--- config.mk ---
export PLATFORM = sky130hd
export DESIGN_NAME = frame_stream_mux
export DESIGN_NICKNAME = d
export VERILOG_FILES = /design/src/rtl/frame_stream_pkg.sv /design/src/rtl/frame_pattern_gen.sv /design/src/rtl/frame_stream_mux.sv
export SDC_FILE = /design/constraint.sdc
export NUM_CORES = 1
export LEC_CHECK = 0
export BUFFER_PORTS_ARGS = -buffer_cell sky130_fd_sc_hd__buf_2
export CAP_MARGIN = 20
export CORE_MARGIN = 2
export CORE_UTILIZATION = 49
export DETAILED_ROUTE_END_ITERATION = 7
export MAX_ROUTING_LAYER = met4
export PLACE_DENSITY_LB_ADDON = 0.1
export SLEW_MARGIN = 20
export SYNTH_ARGS = -nofsm -noshare
export SYNTH_HDL_FRONTEND = slang
export SYNTH_HIERARCHICAL = 1
export SYNTH_SLANG_ARGS = --single-unit
export TNS_END_PERCENT = 50
--- constraint.sdc ---
create_clock -name piul1Clock -period 6.3 [get_ports piul1Clock]
set_input_delay 0.315 -clock piul1Clock [delete_from_list [all_inputs] [get_ports piul1Clock]]
set_output_delay 0.315 -clock piul1Clock [all_outputs]
set_load 0.02 [all_outputs]
--- src/rtl/frame_stream_pkg.sv ---
// Shared types and constants for the frame stream multiplexer and its
// colour-bar pattern source.
package frame_stream_pkg;

   localparam int RGB_W = 24;

   typedef logic [RGB_W-1:0] tPixel;

   typedef enum logic [1:0] {
      SYNC,
      PASS,
      IDLE,
      PATTERN
   } tMuxState;

   // Standard eight-bar order, left to right, packed {R,G,B}.
   localparam tPixel BAR_COLOUR [0:7] = '{
      24'hFFFFFF,  // white
      24'hFFFF00,  // yellow
      24'h00FFFF,  // cyan
      24'h00FF00,  // green
      24'hFF00FF,  // magenta
      24'hFF0000,  // red
      24'h0000FF,  // blue
      24'h000000   // black
   };

endpackage

--- src/rtl/frame_pattern_gen.sv ---
// Colour-bar test source: walks x/y over one frame and looks up the bar colour
// for the current column. It only moves forward when the consumer takes a pixel.
module frame_pattern_gen
   import frame_stream_pkg::*;
#(
   parameter int FRAME_W = 640,
   parameter int FRAME_H = 480
) (
   input  logic  clk,
   input  logic  rst_n,
   input  logic  advance,
   input  logic  restart,
   output tPixel pixel,
   output logic  sof,
   output logic  eof
);

   localparam int XW = $clog2(FRAME_W);
   localparam int YW = (FRAME_H > 1) ? $clog2(FRAME_H) : 1;
   localparam logic [XW-1:0] X_LAST = XW'(FRAME_W - 1);
   localparam logic [YW-1:0] Y_LAST = YW'(FRAME_H - 1);
   localparam logic [XW-1:0] BAR_W  = XW'(FRAME_W / 8);

   logic [XW-1:0] x;
   logic [YW-1:0] y;
   logic [2:0]    bar_idx;

   always_ff @(posedge clk or negedge rst_n) begin
      if (!rst_n) begin
         x <= '0;
         y <= '0;
      end else if (restart) begin
         x <= '0;
         y <= '0;
      end else if (advance) begin
         if (x == X_LAST) begin
            x <= '0;
            y <= (y == Y_LAST) ? '0 : y + 1'b1;
         end else begin
            x <= x + 1'b1;
         end
      end
   end

   assign bar_idx = 3'(x / BAR_W);
   assign pixel   = BAR_COLOUR[bar_idx];
   assign sof     = (x == '0) && (y == '0);
   assign eof     = (x == X_LAST) && (y == Y_LAST);

endmodule

--- src/rtl/frame_stream_mux.sv ---
// N-channel pixel-stream selector that only changes source on frame boundaries,
// with a colour-bar fallback source, delivered-frame counter and framing-error flag.
module frame_stream_mux
   import frame_stream_pkg::*;
#(
   parameter  int NUM_CH  = 2,
   parameter  int PIXEL_W = 24,
   parameter  int FRAME_W = 640,
   parameter  int FRAME_H = 480,
   localparam int SEL_W   = (NUM_CH > 1) ? $clog2(NUM_CH) : 1
) (
   input  logic                      piul1Clock,
   input  logic                      piul1Reset_n,
   input  logic [SEL_W-1:0]          piulSel,
   input  logic                      piul1PatternEn,
   input  logic [NUM_CH-1:0]         piulValid,
   input  logic [NUM_CH*PIXEL_W-1:0] piulData,
   input  logic [NUM_CH-1:0]         piulSof,
   input  logic [NUM_CH-1:0]         piulEof,
   output logic [NUM_CH-1:0]         poulReady,
   output logic [PIXEL_W-1:0]        poulData,
   output logic                      poul1Valid,
   output logic                      poul1Sof,
   output logic                      poul1Eof,
   input  logic                      piul1Ready,
   output logic [SEL_W-1:0]          poulActiveCh,
   output logic                      poul1PatternAct,
   output logic [15:0]               poul16FrameCnt,
   output logic                      poul1FrameErr
);

   tMuxState           state, state_next;
   logic [SEL_W-1:0]   active_ch, active_ch_next, req_ch;
   logic               req_pat;

   logic               out_valid, out_sof, out_eof, frame_err;
   logic [PIXEL_W-1:0] out_data;
   logic [15:0]        frame_cnt;

   logic               act_valid, act_sof, act_eof, act_ready;
   logic [PIXEL_W-1:0] act_data;
   logic               can_load, switching, fwd, pat_load, err_set;
   tPixel              pat_pixel;
   logic               pat_sof, pat_eof;

   assign act_valid = piulValid[active_ch];
   assign act_sof   = piulSof[active_ch];
   assign act_eof   = piulEof[active_ch];
   assign act_data  = piulData[int'(active_ch)*PIXEL_W +: PIXEL_W];
   assign can_load  = !out_valid || piul1Ready;
   assign switching = (req_ch != active_ch);

   // Out-of-range selects are dropped so the last valid request stands.
   always_ff @(posedge piul1Clock or negedge piul1Reset_n) begin
      if (!piul1Reset_n) begin
         req_ch  <= '0;
         req_pat <= 1'b0;
      end else begin
         req_pat <= piul1PatternEn;
         if (int'(piulSel) < NUM_CH) req_ch <= piulSel;
      end
   end

   // NOTE: state is registered with non-blocking assignments only; the comb
   // blocks below read the old value for the whole cycle.
   always_ff @(posedge piul1Clock or negedge piul1Reset_n) begin
      if (!piul1Reset_n) begin
         state     <= SYNC;
         active_ch <= '0;
      end else begin
         state     <= state_next;
         active_ch <= active_ch_next;
      end
   end

   // NOTE: every comb output gets a default first so no latch is inferred.
   always_comb begin
      act_ready = 1'b1;
      fwd       = 1'b0;
      pat_load  = 1'b0;
      err_set   = 1'b0;
      case (state)
         SYNC: begin
            act_ready = !act_sof || can_load;
            fwd       = act_valid && act_sof && can_load;
         end
         PASS: begin
            act_ready = can_load;
            fwd       = act_valid && can_load;
            err_set   = fwd && act_sof;
         end
         IDLE: begin
            if (!req_pat && !switching) begin
               act_ready = !act_sof || can_load;
               fwd       = act_valid && act_sof && can_load;
            end
         end
         PATTERN: pat_load = can_load;
         default: ;
      endcase
   end

   always_comb begin
      state_next     = state;
      active_ch_next = active_ch;
      case (state)
         SYNC: if (fwd) state_next = act_eof ? IDLE : PASS;
         PASS: if (fwd && act_eof) state_next = IDLE;
         IDLE: begin
            if (req_pat) begin
               state_next = PATTERN;
            end else if (switching) begin
               active_ch_next = req_ch;
               state_next     = SYNC;
            end else if (fwd) begin
               state_next = act_eof ? IDLE : PASS;
            end else if (act_valid && !act_sof) begin
               state_next = SYNC;
            end
         end
         PATTERN: begin
            if (pat_load && pat_eof && !req_pat) begin
               active_ch_next = req_ch;
               state_next     = SYNC;
            end
         end
         default: state_next = SYNC;
      endcase
   end

   frame_pattern_gen #(
      .FRAME_W (FRAME_W),
      .FRAME_H (FRAME_H)
   ) u_pattern (
      .clk     (piul1Clock),
      .rst_n   (piul1Reset_n),
      .advance (pat_load),
      .restart (state != PATTERN),
      .pixel   (pat_pixel),
      .sof     (pat_sof),
      .eof     (pat_eof)
   );

   always_ff @(posedge piul1Clock or negedge piul1Reset_n) begin
      if (!piul1Reset_n) begin
         out_valid <= 1'b0;
         out_data  <= '0;
         out_sof   <= 1'b0;
         out_eof   <= 1'b0;
         frame_err <= 1'b0;
         frame_cnt <= '0;
      end else begin
         frame_err <= err_set;
         if (can_load) begin
            out_valid <= fwd || pat_load;
            if (pat_load) begin
               out_data <= PIXEL_W'(pat_pixel);
               out_sof  <= pat_sof;
               out_eof  <= pat_eof;
            end else if (fwd) begin
               out_data <= act_data;
               out_sof  <= act_sof;
               out_eof  <= act_eof;
            end
         end
         if (out_valid && piul1Ready && out_eof) frame_cnt <= frame_cnt + 16'd1;
      end
   end

   // Non-active sources are never stalled; everything reads 0 while in reset.
   always_comb begin
      poulReady            = '1;
      poulReady[active_ch] = act_ready;
      if (!piul1Reset_n) poulReady = '0;
   end

   assign poulData        = out_data;
   assign poul1Valid      = out_valid;
   assign poul1Sof        = out_sof;
   assign poul1Eof        = out_eof;
   assign poulActiveCh    = active_ch;
   assign poul1PatternAct = (state == PATTERN);
   assign poul16FrameCnt  = frame_cnt;
   assign poul1FrameErr   = frame_err;

endmodule

**Word level (Yosys, flattened, before mapping)**

Memory sizes are Yosys's and may differ from the RTL's.
Cells that the tools add are included.

- Bits in latches: 0
- RAM bits: 0
- Input port bits: 59
- Memories kept: 1
- Logic and storage cells: 113
- Bits in registers: 68
- Memory bits (read-only): 192

- Multiplexer cells: 43
- Add/subtract/negate cells: 3
- Shift operators: 1
- Eq/ne operators: 13
- Order comparisons: 3
- Divide/modulo/power cells: 1
- Bitwise gates (word level): 3
- Reductions and logical operators: 32
- Multipliers: 1

Memories:

| memory | words | bits a word | rd ports | clocked after Yosys merged registers in | wr ports | line | RTL |
|---|---|---|---|---|---|---|---|
| (no name shown) | 8 | 24 | 1 | 0 | 0 | frame_pattern_gen.sv:46 | `assign pixel = BAR_COLOUR[bar_idx];` |

Operators with widths:

| cell | count |
|---|---|
| $mux 24 | 4 |
| $shiftx 48x7->24 | 1 |
| $mux 9 | 4 |
| $mux 10 | 3 |
| $mux 1 | 18 |
| $mux 2 | 9 |
| $add 16x1->16 const B | 1 |
| $logic_and 1x1->1 | 14 |
| $add 10x1->10 const B | 1 |
| $div 10x7->10 const B | 1 |
| $eq 10x10->1 const B | 1 |
| $logic_not 10->1 | 1 |
| $ne 2x2->1 const B | 5 |
| $add 9x1->9 const B | 1 |
| $eq 9x9->1 const B | 1 |
| $logic_not 9->1 | 1 |
| $pmux 2 s4 | 1 |
| $reduce_and 4->1 | 2 |
| $reduce_bool 2->1 | 4 |
| $pmux 1 s3 | 2 |
| $ne 5x5->1 const B | 1 |
| $eq 2x2->1 const B | 2 |
| $ge 4x4->1 const B | 1 |
| $logic_not 1->1 | 4 |
| 14 further kinds | 17 |

**Logic depth before layout (Yosys ltp)**

Gate-level depths: netlist of run 1.

- Word-level depth: 10
- Depth in mapped cells: 13
- Mapped depth without buffers: 8

**Modules after synthesis**

The synthesis of run 1 kept the hierarchy.

Modules (own cells, without submodules):

| module | seq. area each (sq um) | cells each | area an instance (sq um) | times used |
|---|---|---|---|---|
| frame_stream_mux | 1,226.2 | 280 | 2,645.0 | 1 |
| frame_pattern_gen | 475.5 | 171 | 1,487.7 | 1 |

**Worst setup path after synthesis of run 1**

Ideal clock, no wire load.

- Kind: flip-flop to flip-flop
- From: reg out_valid (netlist: poul1Valid)
- To: reg u_pattern.y[8]
- Arrival time: 2.595 ns
- Cell stages (with the launch flop): 11
- Setup time: 0.078 ns
- Slack: 3.627 ns
- Clock period less this slack: 2.673 ns
- Data required time: 6.222 ns
- Buffers on the path: 4
- Cells stage by stage: dfrtp_1 -> nand2b_1 -> clkbuf_1 -> and2_1 -> clkbuf_1 -> clkbuf_1 -> buf_4 -> and4bb_4 -> nand4_4 -> or4b_1 -> a21oi_1

- Longest elaborated chain between the ends: 5

Ends and longest elaborated chain:

| item | line | RTL |
|---|---|---|
| start, declared | frame_stream_mux.sv:36 | `logic out_valid, out_sof, out_eof, frame_err;` |
| start signal, assigned | frame_stream_mux.sv:155 | `out_valid <= fwd \|\| pat_load;` |
| $logic_not 1->1 | frame_stream_mux.sv:50 | `assign can_load = !out_valid \|\| piul1Ready;` |
| $logic_or 1x1->1 | frame_stream_mux.sv:50 |  |
| $mux 1 | frame_stream_mux.sv:82 | `case (state)` |
| via pat_load | frame_stream_mux.sv:42 | `logic can_load, switching, fwd, pat_load, err_set;` |
| $reduce_bool 2->1 (no line) | -- |  |
| $reduce_and 2->1 (no line) | -- |  |
| end signal, assigned | frame_pattern_gen.sv:38 | `y <= (y == Y_LAST) ? '0 : y + 1'b1;` |
| end, declared | frame_pattern_gen.sv:25 | `logic [YW-1:0] y;` |

The timed path passes the listed nets, and every way through them passes these cells.
A chain may end at the register's enable or synchronous reset.

**Worst setup path after layout of run 1**

- From: reg state[0]
- To: reg u_pattern.y[3]

- Longest elaborated chain between the ends: 4
- Elaborated cells on any way between the ends: 7
- Classes of those cells: eq/ne: 2; mux: 2; reduce/logical: 3

Ends and longest elaborated chain:

| item | line | RTL |
|---|---|---|
| start, declared | frame_stream_mux.sv:32 | `tMuxState state, state_next;` |
| start signal, assigned | frame_stream_mux.sv:71 | `state <= state_next;` |
| $eq 2x2->1 | frame_stream_mux.sv:82 |  |
| $mux 1 | frame_stream_mux.sv:82 |  |
| $reduce_bool 2->1 (no line) | -- |  |
| $reduce_and 2->1 (no line) | -- |  |

Several ways; a longest one is shown, not always the timed one.

==> run_summary.xml, run 1 <==
<?xml version="1.0" encoding="UTF-8"?>
<metrics>
  <group name="clock_network">
    <metric name="post_cts.repair.setup_buffers" unit="">0</metric>
    <metric name="ctsHtreeMaxLevel" unit="">3</metric>
    <metric name="cts_tree" unit="">yes</metric>
    <metric name="cts.clk_slew.worst_paths" unit="ns">0.08</metric>
    <metric name="cts-root-to-sink-buffers" unit="">2</metric>
    <metric name="cts.sink_count" unit="">68</metric>
    <metric name="numCtsBuffers" unit="">9</metric>
    <metric name="post_cts_resize_count" unit="">0</metric>
    <metric name="clockRootBuffer" unit="">clkbuf_8</metric>
    <metric name="clkLatencyLatePin" unit="ns">0.34</metric>
    <metric name="cts_hold_buf" unit="">0</metric>
  </group>
  <group name="timing">
    <metric name="fin_crit_sh" unit="">0.5945</metric>
    <metric name="grt_setup_unrepaired" unit="">false</metric>
    <metric name="minimum_clock_period" unit="ns">3.745</metric>
    <metric name="finalClockSkew" unit="ns">0.007553</metric>
    <metric name="final.hold.worst_slack" unit="ns">0.08428</metric>
    <metric name="drv_slew" unit="">0</metric>
    <metric name="setup_slack" unit="ns">2.555</metric>
    <metric name="timing_worst_slew_pin_value" unit="ns">1.038</metric>
    <metric name="fin_tns_setup" unit="ns">0</metric>
    <metric name="maxSlewHeadroom" unit="">0.3083</metric>
    <metric name="setup_violations" unit="">0</metric>
    <metric name="hold_viol_final" unit="">0</metric>
    <metric name="max_clock_freq" unit="MHz">267.0</metric>
  </group>
  <group name="final_layout">
    <metric name="final_common_cell" unit="">buf_2</metric>
    <metric name="commonest_cells_after_routing_fill_and_taps_aside" unit="">106 x buf_2, 67 x dfrtp_1, 41 x nand2_1, 35 x nor3_1, 33 x a21oi_1</metric>
    <metric name="postLayoutCellArea" unit="µm²">4697</metric>
    <metric name="drive_above_1_share" unit="">0.2644</metric>
    <metric name="nNetsFinal" unit="">581</metric>
    <metric name="utilization" unit="">0.5745</metric>
    <metric name="final_cell_count_no_fill" unit="">627</metric>
    <metric name="synthToLayoutAreaGrowth" unit="%">13.65</metric>
    <metric name="n_antenna_cell" unit="">0</metric>
  </group>
  <group name="place">
    <metric name="gp_congestion" unit="">0.8478</metric>
    <metric name="placed_cells_incl_taps" unit="">611</metric>
    <metric name="detailed_place.area" unit="µm²">4496</metric>
    <metric name="io_buffers" unit="">106</metric>
    <metric name="place_hpwl" unit="mm">6.499</metric>
    <metric name="preCtsSetupSlack" unit="ns">2.546</metric>
  </group>
  <group name="route">
    <metric name="dr_total_vias" unit="">3484</metric>
    <metric name="drc" unit="">0</metric>
    <metric name="drt_iter0_markers" unit="">184</metric>
    <metric name="wl_per_cell" unit="µm">15.26</metric>
    <metric name="iteration_count_of_the_initial_detailed_routing_pass" unit="">4</metric>
    <metric name="detail_route.wirelength" unit="mm">9.569</metric>
    <metric name="avgViaCountPerCell" unit="">5.557</metric>
    <metric name="ant_nets" unit="">0</metric>
  </group>
  <group name="critical_path">
    <metric name="path_max_fanout" unit="">61</metric>
    <metric name="end_kind" unit="">flip-flop</metric>
    <metric name="worst_path_largest_cell_delay" unit="ns">0.87</metric>
    <metric name="worst_setup_path_start_kind" unit="">flip-flop</metric>
    <metric name="cp_data_required_time" unit="ns">6.54</metric>
    <metric name="timing.critical_path.max_delay_family" unit="">simple AND/OR/NAND/NOR gates</metric>
    <metric name="worstPathCellList" unit="">nand2_1 &gt; inv_1 &gt; and2_2 &gt; and4bb_4 &gt; and3_1 &gt; o21ai_0 &gt; a32o_1</metric>
    <metric name="worst_path_max_delay_cell" unit="">and2_2</metric>
    <metric name="timing.critical_path.buf_inv" unit="">1</metric>
    <metric name="crit_type" unit="">reg -&gt; reg</metric>
    <metric name="worst_ep_arrival_time" unit="ns">3.98</metric>
  </group>
  <group name="power">
    <metric name="power_switching" unit="mW">0.7692</metric>
    <metric name="netSwitchingFraction" unit="">0.4241</metric>
    <metric name="power_density" unit="nW/µm²">386.2</metric>
    <metric name="seq_power_share" unit="">0.381</metric>
    <metric name="cell_internal_pwr" unit="mW">1.045</metric>
    <metric name="leakagePower" unit="nW">2.149</metric>
    <metric name="peak_ir_drop_on_the_vdd_network" unit="µV">183.6</metric>
    <metric name="combPwrFrac" unit="">0.417</metric>
    <metric name="power.clock.fraction" unit="">0.203</metric>
    <metric name="p_total" unit="mW">1.814</metric>
  </group>
  <group name="logic_synthesis">
    <metric name="seq_cells_post_synth" unit="">68</metric>
    <metric name="seq_area_frac_synth" unit="">0.4117</metric>
    <metric name="synth_ff_type" unit="">dfrtp_1</metric>
    <metric name="syn_avg_cell_area" unit="µm²">9.163</metric>
    <metric name="syn_area" unit="µm²">4133</metric>
    <metric name="postSynth.asyncResetShare" unit="">1.000</metric>
    <metric name="postSynthNetCount" unit="">515</metric>
    <metric name="synth_cell_type_count" unit="">58</metric>
    <metric name="syn-instance-count" unit="">451</metric>
    <metric name="synth_warnings" unit="">6</metric>
    <metric name="synth_edf_count" unit="">0</metric>
  </group>
  <group name="hold_path">
    <metric name="hold_path.class" unit="">in -&gt; reg</metric>
  </group>
  <group name="floorplan">
    <metric name="die_area" unit="µm²">9184</metric>
    <metric name="io_pins" unit="">107</metric>
    <metric name="die_w" unit="µm">95.84</metric>
    <metric name="height_of_the_die" unit="µm">95.84</metric>
    <metric name="start_util" unit="">0.5055</metric>
    <metric name="placement_rows" unit="">33</metric>
    <metric name="coreArea" unit="µm²">8175</metric>
  </group>
  <group name="grt">
    <metric name="gr-usage-all-layers" unit="">0.2194</metric>
    <metric name="grt_max_degree" unit="">71</metric>
    <metric name="global_route.overflow_total" unit="">0</metric>
    <metric name="wire_length_of_the_first_global_routing_pass" unit="mm">15.24</metric>
    <metric name="number_of_antenna_violations_at_the_first_check_in_global_routing" unit="">0</metric>
    <metric name="vias_in_the_first_global_route" unit="">3127</metric>
  </group>
  <group name="flow_run">
    <metric name="max_cap_viol_count" unit="">0</metric>
  </group>
  <group name="status">
    <metric name="status" unit="">finished, final reports clean</metric>
  </group>
</metrics>
==> per-layer routing <==
layer  up-vias  share of wire  GRT usage
met4         0         0.0082    0.06786
met1      1673           0.49     0.3096
met3         8          0.046    0.03915
met5         -              0          -
met2        88           0.46     0.3228
li1       1715              -          -
==> flip-flops by register name, indices dropped and copies added, names as in the netlist <==
| name | cells |
|---|---|
| poul16FrameCnt | 16 |
| poul1Eof | 1 |
| poul1FrameErr | 1 |
| poul1Sof | 1 |
| poul1Valid | 1 |
| poulActiveCh | 1 |
| poulData | 24 |
| req_ch | 1 |
| req_pat | 1 |
| state | 2 |
| u_pattern/x | 10 |
| u_pattern/y | 9 |
==> layout make-up <==
type,instances,area [µm²]
Clock buffer,10,137.6
Clock inverter,6,63.81
Fill cell,758,3478
Inverter,10,37.54
Multi-Input combinational cell,320,2078
Sequential cell,68,1703
Tap cell,105,131.4
Timing Repair Buffer,108,545.5
==> synthesized netlist by cell type (all sizes together), types with 2 or more instances <==
library cell	n	share of area
dfrtp	68	0.41
nand2	41	0.037
buf	38	0.064
nor3	36	0.045
a21oi	33	0.040
o21ai	33	0.040
mux2i	29	0.070
nor2	23	0.021
xnor2	17	0.036
clkbuf	15	0.014
nand3	14	0.017
nand4	13	0.023
inv	10	0.0091
xor2	9	0.019
nand2b	8	0.012
and4	6	0.013
nor4	6	0.011
and3	5	0.010
ha	5	0.015
nor3b	4	0.0073
a31oi	3	0.0045
mux2	3	0.0091
nor2b	3	0.0045
o32ai	3	0.0082
a21boi	2	0.0036
a32o	2	0.0048
nor4b	2	0.0042
o221ai	2	0.0042
o31a	2	0.0042
==> cell families after synthesis <==
family                     synth area share
xor gates and xnor gates            0.05510
muxes                               0.07932
buffers and inverters               0.08689
DFF                                  0.4117
adders and majority gates           0.01514
AOI/OAI and AO/OA                    0.1296
and+or+nand+nor                      0.2222
==> path summary, 6_finish.rpt <==
path / from / to / slack, ns / cells after the start
min: piulSel / req_ch$_DFF_PN0_ / 0.08 / 1
max in group asynchronous: piul1Reset_n / poulActiveCh$_DFFE_PN0P_ / 5.51 / 2
max reg2reg: state[0]$_DFFE_PN0P_ / u_pattern/y[3]$_DFFE_PN0P_ / 2.55 / 7
max: state[0]$_DFFE_PN0P_ / u_pattern/y[3]$_DFFE_PN0P_ / 2.55 / 7
min in group asynchronous: piul1Reset_n / poul16FrameCnt[9]$_DFFE_PN0P_ / 0.16 / 2
min reg2reg: poul16FrameCnt[15]$_DFFE_PN0P_ / poul16FrameCnt[15]$_DFFE_PN0P_ / 0.49 / 1
==> power groups by stage <==
stage | Clock [mW] | Sequential, mW | Combinational [mW]
after floorplan | 0 | 0.757 | 0.486
after global placement | 0 | 0.690 | 0.749
after detailed placement | 0 | 0.693 | 0.763
after CTS | 0.376 | 0.688 | 0.762
after global routing | 0.398 | 0.706 | 0.833
final | 0.368 | 0.690 | 0.756
==> worst reg2reg max path, delay by kind of cell, from the launching register on <==
| family | cells | cell delay [ns] |
|---|---|---|
| compound gates | 2 | 0.41 |
| flops | 1 | 0.58 |
| simple gates | 4 | 2.38 |
| buf+inv | 1 | 0.28 |
Note: power is estimated with default switching activity, not from simulation.
==> inputs of run 2 (changes only) <==
ABC_AREA = 1   (was default)
CORE_UTILIZATION = 48   (was 49)
clock period = 3.4 ns   (was 6.3 ns; I/O delays follow)
==> run 2 against run 1 <==
Effect of this change: utilization increased by 0.70 points; clock skew rose by 0.0025 ns; cell area grew 1.7%; synthesized cell count up 17%; clock-buffer cell count did not move; register-to-register slack got worse by 1.4 ns; non-clock buffer count rose by 2; critical path depth up 1; first-iteration DRC count shrank 13%; sequential power grew 75%; critical path type is now reg -> out.
==> run_summary.xml, run 2 <==
<?xml version="1.0" encoding="UTF-8"?>
<metrics>
  <group name="status">
    <metric name="status" unit="">finished, final reports clean</metric>
  </group>
  <group name="logic_synthesis">
    <metric name="synth.top_cell.area_share" unit="">0.4163</metric>
    <metric name="synthTopCellsByArea" unit="">dfrtp_1 42%, nand2_1 7.8%, o21ai_0 7.1%</metric>
    <metric name="yosysTopAreaCell" unit="">dfrtp_1</metric>
    <metric name="synth_edf_count" unit="">0</metric>
    <metric name="post-synth-top-count-cell" unit="">nand2_1</metric>
    <metric name="postSynth.asyncResetShare" unit="">1.000</metric>
    <metric name="seq_cells_post_synth" unit="">68</metric>
    <metric name="synth_warnings" unit="">6</metric>
    <metric name="seq_area_frac_synth" unit="">0.4163</metric>
    <metric name="synth_cell_type_count" unit="">43</metric>
    <metric name="syn-instance-count" unit="">526</metric>
    <metric name="synth_ff_type" unit="">dfrtp_1</metric>
    <metric name="most_used_standard_cells_in_the_synthesized_netlist" unit="">85 x nand2_1, 75 x nor2_1, 68 x dfrtp_1</metric>
    <metric name="syn_area" unit="µm²">4088</metric>
    <metric name="syn_avg_cell_area" unit="µm²">7.771</metric>
    <metric name="postSynthNetCount" unit="">590</metric>
  </group>
  <group name="critical_path">
    <metric name="path_max_fanout" unit="">28</metric>
    <metric name="cp_data_required_time" unit="ns">3.23</metric>
    <metric name="timing.rr.end" unit="">poul1Eof$_DFFE_PN0P_</metric>
    <metric name="end_kind" unit="">primary output</metric>
    <metric name="ff2ff_path_depth" unit="">10</metric>
    <metric name="rr_startpoint" unit="">poulActiveCh$_DFFE_PN0P_</metric>
    <metric name="crit_type" unit="">reg -&gt; out</metric>
    <metric name="reg2reg_setup_slack" unit="ns">1.13</metric>
    <metric name="worst_ep_arrival_time" unit="ns">2.11</metric>
    <metric name="worst_setup_path_start_kind" unit="">flip-flop</metric>
  </group>
  <group name="clock_network">
    <metric name="cts.clk_slew.worst_paths" unit="ns">0.08</metric>
    <metric name="clkLatencyLatePin" unit="ns">0.35</metric>
    <metric name="clockRootBuffer" unit="">clkbuf_8</metric>
    <metric name="cts.sink_count" unit="">68</metric>
    <metric name="post_cts.repair.setup_buffers" unit="">0</metric>
    <metric name="post_cts_resize_count" unit="">0</metric>
    <metric name="cts-root-to-sink-buffers" unit="">2</metric>
    <metric name="cts_tree" unit="">yes</metric>
    <metric name="numCtsBuffers" unit="">9</metric>
    <metric name="ctsHtreeMaxLevel" unit="">3</metric>
  </group>
  <group name="timing">
    <metric name="maxSlewHeadroom" unit="">0.4349</metric>
    <metric name="grt_setup_unrepaired" unit="">false</metric>
    <metric name="setup_slack" unit="ns">1.124</metric>
    <metric name="hold_viol_final" unit="">0</metric>
    <metric name="max_clock_freq" unit="MHz">439.4</metric>
    <metric name="fin_crit_sh" unit="">0.6694</metric>
    <metric name="drv_slew" unit="">0</metric>
    <metric name="timing_worst_slew_pin_value" unit="ns">0.8477</metric>
    <metric name="finalClockSkew" unit="ns">0.01005</metric>
    <metric name="final.hold.worst_slack" unit="ns">0.05924</metric>
    <metric name="minimum_clock_period" unit="ns">2.276</metric>
    <metric name="setup_violations" unit="">0</metric>
    <metric name="fin_tns_setup" unit="ns">0</metric>
  </group>
  <group name="floorplan">
    <metric name="die_area" unit="µm²">9270</metric>
    <metric name="height_of_the_die" unit="µm">96.28</metric>
    <metric name="placement_rows" unit="">33</metric>
    <metric name="coreArea" unit="µm²">8217</metric>
    <metric name="io_pins" unit="">107</metric>
    <metric name="die_w" unit="µm">96.28</metric>
    <metric name="start_util" unit="">0.4975</metric>
  </group>
  <group name="route">
    <metric name="wl_per_cell" unit="µm">13.07</metric>
    <metric name="drc" unit="">0</metric>
    <metric name="ant_nets" unit="">0</metric>
    <metric name="detail_route.wirelength" unit="mm">9.394</metric>
    <metric name="dr_total_vias" unit="">3675</metric>
    <metric name="drt_iter0_markers" unit="">161</metric>
    <metric name="avgViaCountPerCell" unit="">5.111</metric>
    <metric name="iteration_count_of_the_initial_detailed_routing_pass" unit="">4</metric>
  </group>
  <group name="place">
    <metric name="place_hpwl" unit="mm">6.884</metric>
    <metric name="io_buffers" unit="">106</metric>
    <metric name="gp_congestion" unit="">0.8839</metric>
    <metric name="preCtsSetupSlack" unit="ns">1.138</metric>
  </group>
  <group name="grt">
    <metric name="vias_in_the_first_global_route" unit="">3266</metric>
    <metric name="grt_max_degree" unit="">69</metric>
    <metric name="global_route.overflow_total" unit="">0</metric>
    <metric name="gr-usage-all-layers" unit="">0.2140</metric>
    <metric name="wire_length_of_the_first_global_routing_pass" unit="mm">14.96</metric>
    <metric name="number_of_antenna_violations_at_the_first_check_in_global_routing" unit="">0</metric>
  </group>
  <group name="final_layout">
    <metric name="final_common_cell" unit="">buf_2</metric>
    <metric name="synthToLayoutAreaGrowth" unit="%">16.90</metric>
    <metric name="nNetsFinal" unit="">673</metric>
    <metric name="largest_register_ffs" unit="">24</metric>
    <metric name="n_fill_cell" unit="">792</metric>
    <metric name="commonest_cells_after_routing_fill_and_taps_aside" unit="">106 x buf_2, 85 x nand2_1, 75 x nor2_1, 68 x dfrtp_1, 58 x o21ai_0</metric>
    <metric name="n_antenna_cell" unit="">0</metric>
    <metric name="drive_above_1_share" unit="">0.2720</metric>
  </group>
  <group name="power">
    <metric name="leakagePower" unit="nW">2.387</metric>
    <metric name="peak_ir_drop_on_the_vdd_network" unit="µV">432.1</metric>
    <metric name="power_density" unit="nW/µm²">776.3</metric>
  </group>
  <group name="flow_run">
    <metric name="max_cap_viol_count" unit="">0</metric>
  </group>
  <group name="hold_path">
    <metric name="hold_path.class" unit="">in -&gt; async</metric>
  </group>
</metrics>
==> run 2: cell types whose count changed in the layout (fill, tap and decap cells not counted), moves of 7 or more <==
cell	delta
nor3_1	-29
inv_1	+32
mux2i_1	-29
o21ai_0	+51
a21oi_1	-19
inv_2	+9
nand2_2	+8
nor2_2	+7
nand2_1	+44
nand2b_1	-8
nor2_1	+52
xnor2_1	-8
==> run 2: worst max-delay path: stages, from the launching register on <==
cell	delay, ns
dfrtp_1	0.52
inv_2	0.40
nand2_1	0.12
nand4_1	0.15
nand2_1	0.07
a21oi_1	0.12
nor2_1	0.07
a21oi_1	0.13
buf_2	0.19
==> run 2: worst max path at each step <==
stage	startpoint	to	slack, ns	cells after the start
global placement	poulActiveCh$_DFFE_PN0P_	poul1Sof$_DFFE_PN0P_	1.22	10
floorplan	u_pattern/x[7]$_DFFE_PN0P_	poulData[5]$_DFFE_PN0P_	1.60	14
finish	poulActiveCh$_DFFE_PN0P_	poulReady[0]	1.12	8
detailed placement	poulActiveCh$_DFFE_PN0P_	poul1Eof$_DFFE_PN0P_	1.14	10
global route	poulActiveCh$_DFFE_PN0P_	poul1Sof$_DFFE_PN0P_	0.78	10
CTS	poulActiveCh$_DFFE_PN0P_	poulReady[0]	1.10	8
==> run 2: per-stage QoR <==
stage	instances	power, mW	cell area, µm²	utilization
after global routing	719	4.018	4778	0.5815
after detailed placement	701	2.905	4509	0.5488
after floorplan	526	2.474	4088	-
final	719	3.709	4778	0.5815
after CTS	719	3.744	4778	0.5815
after global placement	701	2.863	4509	0.5488
==> run 2: kinds of logic after synthesis <==
group           Yosys count  synth area share
simple gates            229            0.2678
compound gates          113            0.1472
buf+inv                  93            0.1142
flops                    68            0.4163
xor+xnor                 17           0.03643
fa+ha+maj                 5           0.01530
mux                       1          0.002755
==> run 2: timing repair <==
action	CTS	global route
endpoints found under the hold margin	2	0
endpoints found under the setup margin	0	0
hold buffers	2	0
==> run 2: cell type report <==
class / instances / area [µm²] / area share
Clock buffer: 10 / 137.6 / 0.02880
Clock inverter: 6 / 111.4 / 0.02330
Inverter: 55 / 211.5 / 0.04425
Multi-Input combinational cell: 365 / 1919 / 0.4017
Sequential cell: 68 / 1702 / 0.3561
Tap cell: 105 / 131.4 / 0.02749
Timing Repair Buffer: 110 / 565.5 / 0.1184
==> run 2: report_power, final <==
part | internal (mW) | total, mW | switching, mW
registers | 1.03 | 1.21 | 0.180
clock network | 0.507 | 0.827 | 0.320
logic | 0.545 | 1.67 | 1.12
total | 2.09 | 3.71 | 1.62
==> run 2: routing by layer <==
layer  routed length, µm  global-route usage  share of wire
met1                4287              0.2749           0.46
met2                4508              0.3380           0.48
met3                 504             0.05560          0.054
met4                  94             0.05357          0.010
met5                   0                   -              0
==> inputs of run 3 (changes only) <==
CORE_UTILIZATION = 49   (was 48)
clock period = 2.1 ns   (was 3.4 ns; I/O delays follow)
==> run 3 against run 2 <==
Effect of this change: critical path depth is the same; global-route usage grew 0.13 points; combinational power grew 69%; via count grew 2.8%; non-clock buffer count grew 8; utilization grew 1.6 points; sequential power grew 61%; power grew 62%; hold slack lost 0.014 ns; sequential cell count is the same; die area shrank 2.0%; clock skew grew 0.0030 ns; critical path type is now reg -> reg; largest power group unchanged.
==> run_summary.xml, run 3 (synthesis gave the netlist of run 2 again) <==
<?xml version="1.0" encoding="UTF-8"?>
<metrics>
  <group name="status">
    <metric name="status" unit="">finished, final reports clean</metric>
  </group>
  <group name="power">
    <metric name="peak_ir_drop_on_the_vdd_network" unit="µV">628.4</metric>
    <metric name="power_density" unit="nW/µm²">1240</metric>
    <metric name="p_total" unit="mW">6.027</metric>
    <metric name="leakagePower" unit="nW">2.422</metric>
  </group>
  <group name="clock_network">
    <metric name="numCtsBuffers" unit="">9</metric>
    <metric name="cts-root-to-sink-buffers" unit="">2</metric>
    <metric name="cts.clk_slew.worst_paths" unit="ns">0.08</metric>
    <metric name="cts.sink_count" unit="">68</metric>
    <metric name="clockRootBuffer" unit="">clkbuf_8</metric>
    <metric name="clkLatencyLatePin" unit="ns">0.33</metric>
    <metric name="cts_tree" unit="">yes</metric>
    <metric name="ctsHtreeMaxLevel" unit="">3</metric>
  </group>
  <group name="critical_path">
    <metric name="cp_data_required_time" unit="ns">2.31</metric>
    <metric name="worst_ep_arrival_time" unit="ns">2.13</metric>
    <metric name="worst_setup_path_start_kind" unit="">flip-flop</metric>
    <metric name="end_kind" unit="">flip-flop</metric>
    <metric name="crit_type" unit="">reg -&gt; reg</metric>
    <metric name="path_max_fanout" unit="">50</metric>
  </group>
  <group name="floorplan">
    <metric name="height_of_the_die" unit="µm">95.34</metric>
    <metric name="placement_rows" unit="">33</metric>
    <metric name="start_util" unit="">0.5025</metric>
    <metric name="io_pins" unit="">107</metric>
    <metric name="coreArea" unit="µm²">8134</metric>
    <metric name="die_w" unit="µm">95.34</metric>
    <metric name="die_area" unit="µm²">9089</metric>
  </group>
  <group name="timing">
    <metric name="hold_viol_final" unit="">0</metric>
    <metric name="max_clock_freq" unit="MHz">521.0</metric>
    <metric name="minimum_clock_period" unit="ns">1.919</metric>
    <metric name="fin_crit_sh" unit="">0.9140</metric>
    <metric name="setup_slack" unit="ns">0.1807</metric>
    <metric name="timing_worst_slew_pin_value" unit="ns">0.8531</metric>
    <metric name="finalClockSkew" unit="ns">0.01304</metric>
    <metric name="maxSlewHeadroom" unit="">0.4313</metric>
    <metric name="final.hold.worst_slack" unit="ns">0.04537</metric>
    <metric name="grt_setup_unrepaired" unit="">true</metric>
    <metric name="drv_slew" unit="">0</metric>
    <metric name="setup_violations" unit="">0</metric>
  </group>
  <group name="place">
    <metric name="io_buffers" unit="">106</metric>
    <metric name="detailed_place.area" unit="µm²">4552</metric>
    <metric name="place_hpwl" unit="mm">6.784</metric>
    <metric name="gp_congestion" unit="">0.9721</metric>
    <metric name="preCtsSetupSlack" unit="ns">0.1420</metric>
  </group>
  <group name="route">
    <metric name="drc" unit="">0</metric>
    <metric name="dr_total_vias" unit="">3777</metric>
    <metric name="iteration_count_of_the_initial_detailed_routing_pass" unit="">4</metric>
    <metric name="drt_iter0_markers" unit="">208</metric>
    <metric name="wl_per_cell" unit="µm">12.94</metric>
    <metric name="detail_route.wirelength" unit="mm">9.410</metric>
    <metric name="avgViaCountPerCell" unit="">5.195</metric>
    <metric name="ant_nets" unit="">0</metric>
  </group>
  <group name="final_layout">
    <metric name="nNetsFinal" unit="">681</metric>
    <metric name="postLayoutCellArea" unit="µm²">4862</metric>
    <metric name="drive_above_1_share" unit="">0.2910</metric>
    <metric name="largest_register_ffs" unit="">24</metric>
    <metric name="n_antenna_cell" unit="">0</metric>
    <metric name="final_common_cell" unit="">buf_2</metric>
    <metric name="synthToLayoutAreaGrowth" unit="%">18.95</metric>
    <metric name="commonest_cells_after_routing_fill_and_taps_aside" unit="">106 x buf_2, 85 x nand2_1, 75 x nor2_1, 65 x dfrtp_1, 56 x o21ai_0</metric>
  </group>
  <group name="grt">
    <metric name="number_of_antenna_violations_at_the_first_check_in_global_routing" unit="">0</metric>
    <metric name="wire_length_of_the_first_global_routing_pass" unit="mm">15.00</metric>
    <metric name="vias_in_the_first_global_route" unit="">3335</metric>
    <metric name="grt_max_degree" unit="">69</metric>
    <metric name="gr-usage-all-layers" unit="">0.2153</metric>
    <metric name="global_route.overflow_total" unit="">0</metric>
  </group>
  <group name="flow_run">
    <metric name="max_cap_viol_count" unit="">0</metric>
  </group>
  <group name="hold_path">
    <metric name="hold_path.class" unit="">in -&gt; async</metric>
  </group>
</metrics>
run 3: changes by cell type in the layout (fill, tap and decap cells not counted), sizes merged:
cell and delta:
buf +8, bufinv -1, clkbuf +1, clkinv -1, clkinvlp +1
run 3: final timing paths:
path | start | end | slack, ns | cells after the start
worst max register to register | poul1Valid$_DFFE_PN0N_ | poulData[7]$_DFFE_PN0P_ | 0.18 | 8
min in group piul1Clock | piulSof[0] | poul1FrameErr$_DFF_PN0_ | 0.11 | 3
worst min-delay path | piul1Reset_n | u_pattern/x[3]$_DFFE_PN0P_ | 0.05 | 2
worst max-delay path | poul1Valid$_DFFE_PN0N_ | poulData[7]$_DFFE_PN0P_ | 0.18 | 8
max in group asynchronous | piul1Reset_n | poulActiveCh$_DFFE_PN0P_ | 1.45 | 2
worst min register to register | poul16FrameCnt[15]$_DFFE_PN0P_ | poul16FrameCnt[15]$_DFFE_PN0P_ | 0.48 | 1
run 3: power by group:
part           switching (mW)  internal [mW]
Clock                   0.507          0.736
Sequential              0.278           1.68
Combinational            1.86          0.969
run 3: cell type report:
type | count | area, µm²
inverter | 55 | 211.5
fill | 751 | 3272
sequential | 68 | 1705
clock buffer | 11 | 151.4
multi-input combinational | 365 | 1941
tap | 105 | 131.4
timing repair buffer | 118 | 638.1
clock inverter | 5 | 83.83
run 3: through the flow:
stage          TNS [ns]    util  cells
2_1_floorplan         0       -    526
3_3_place_gp          0  0.5596    705
3_5_place_dp          0  0.5596    705
4_1_cts               0  0.5910    723
5_1_grt         -0.2660  0.5978    727
6_report              0  0.5978    727
run 3: timing repair:
action                                 4_1_cts  5_1_grt
hold buffers                                 2        0
endpoints found under the hold margin        2        0
gates resized for setup                      0        9
setup endpoints to repair                    0       13
setup buffers                                0        4
run 3: layer usage:
layer / up-vias / wire length, µm / track usage / part of all wire
met3: 10 / 552 / 0.03162 / 0.059
li1: 1892 / - / - / -
met4: 0 / 82 / 0.07850 / 0.0087
met2: 113 / 4431 / 0.3357 / 0.47
met1: 1762 / 4342 / 0.2864 / 0.46
met5: - / 0 / - / 0
run 3: critical path, stage by stage, from the launching register on:
cell and delay, ns:
dfrtp_1 0.43, inv_1 0.10, nor2_4 0.12, nor2_4 0.07
buf_4 0.14, inv_2 0.47, o21ai_0 0.24, o21ai_0 0.13
o21ai_1 0.08
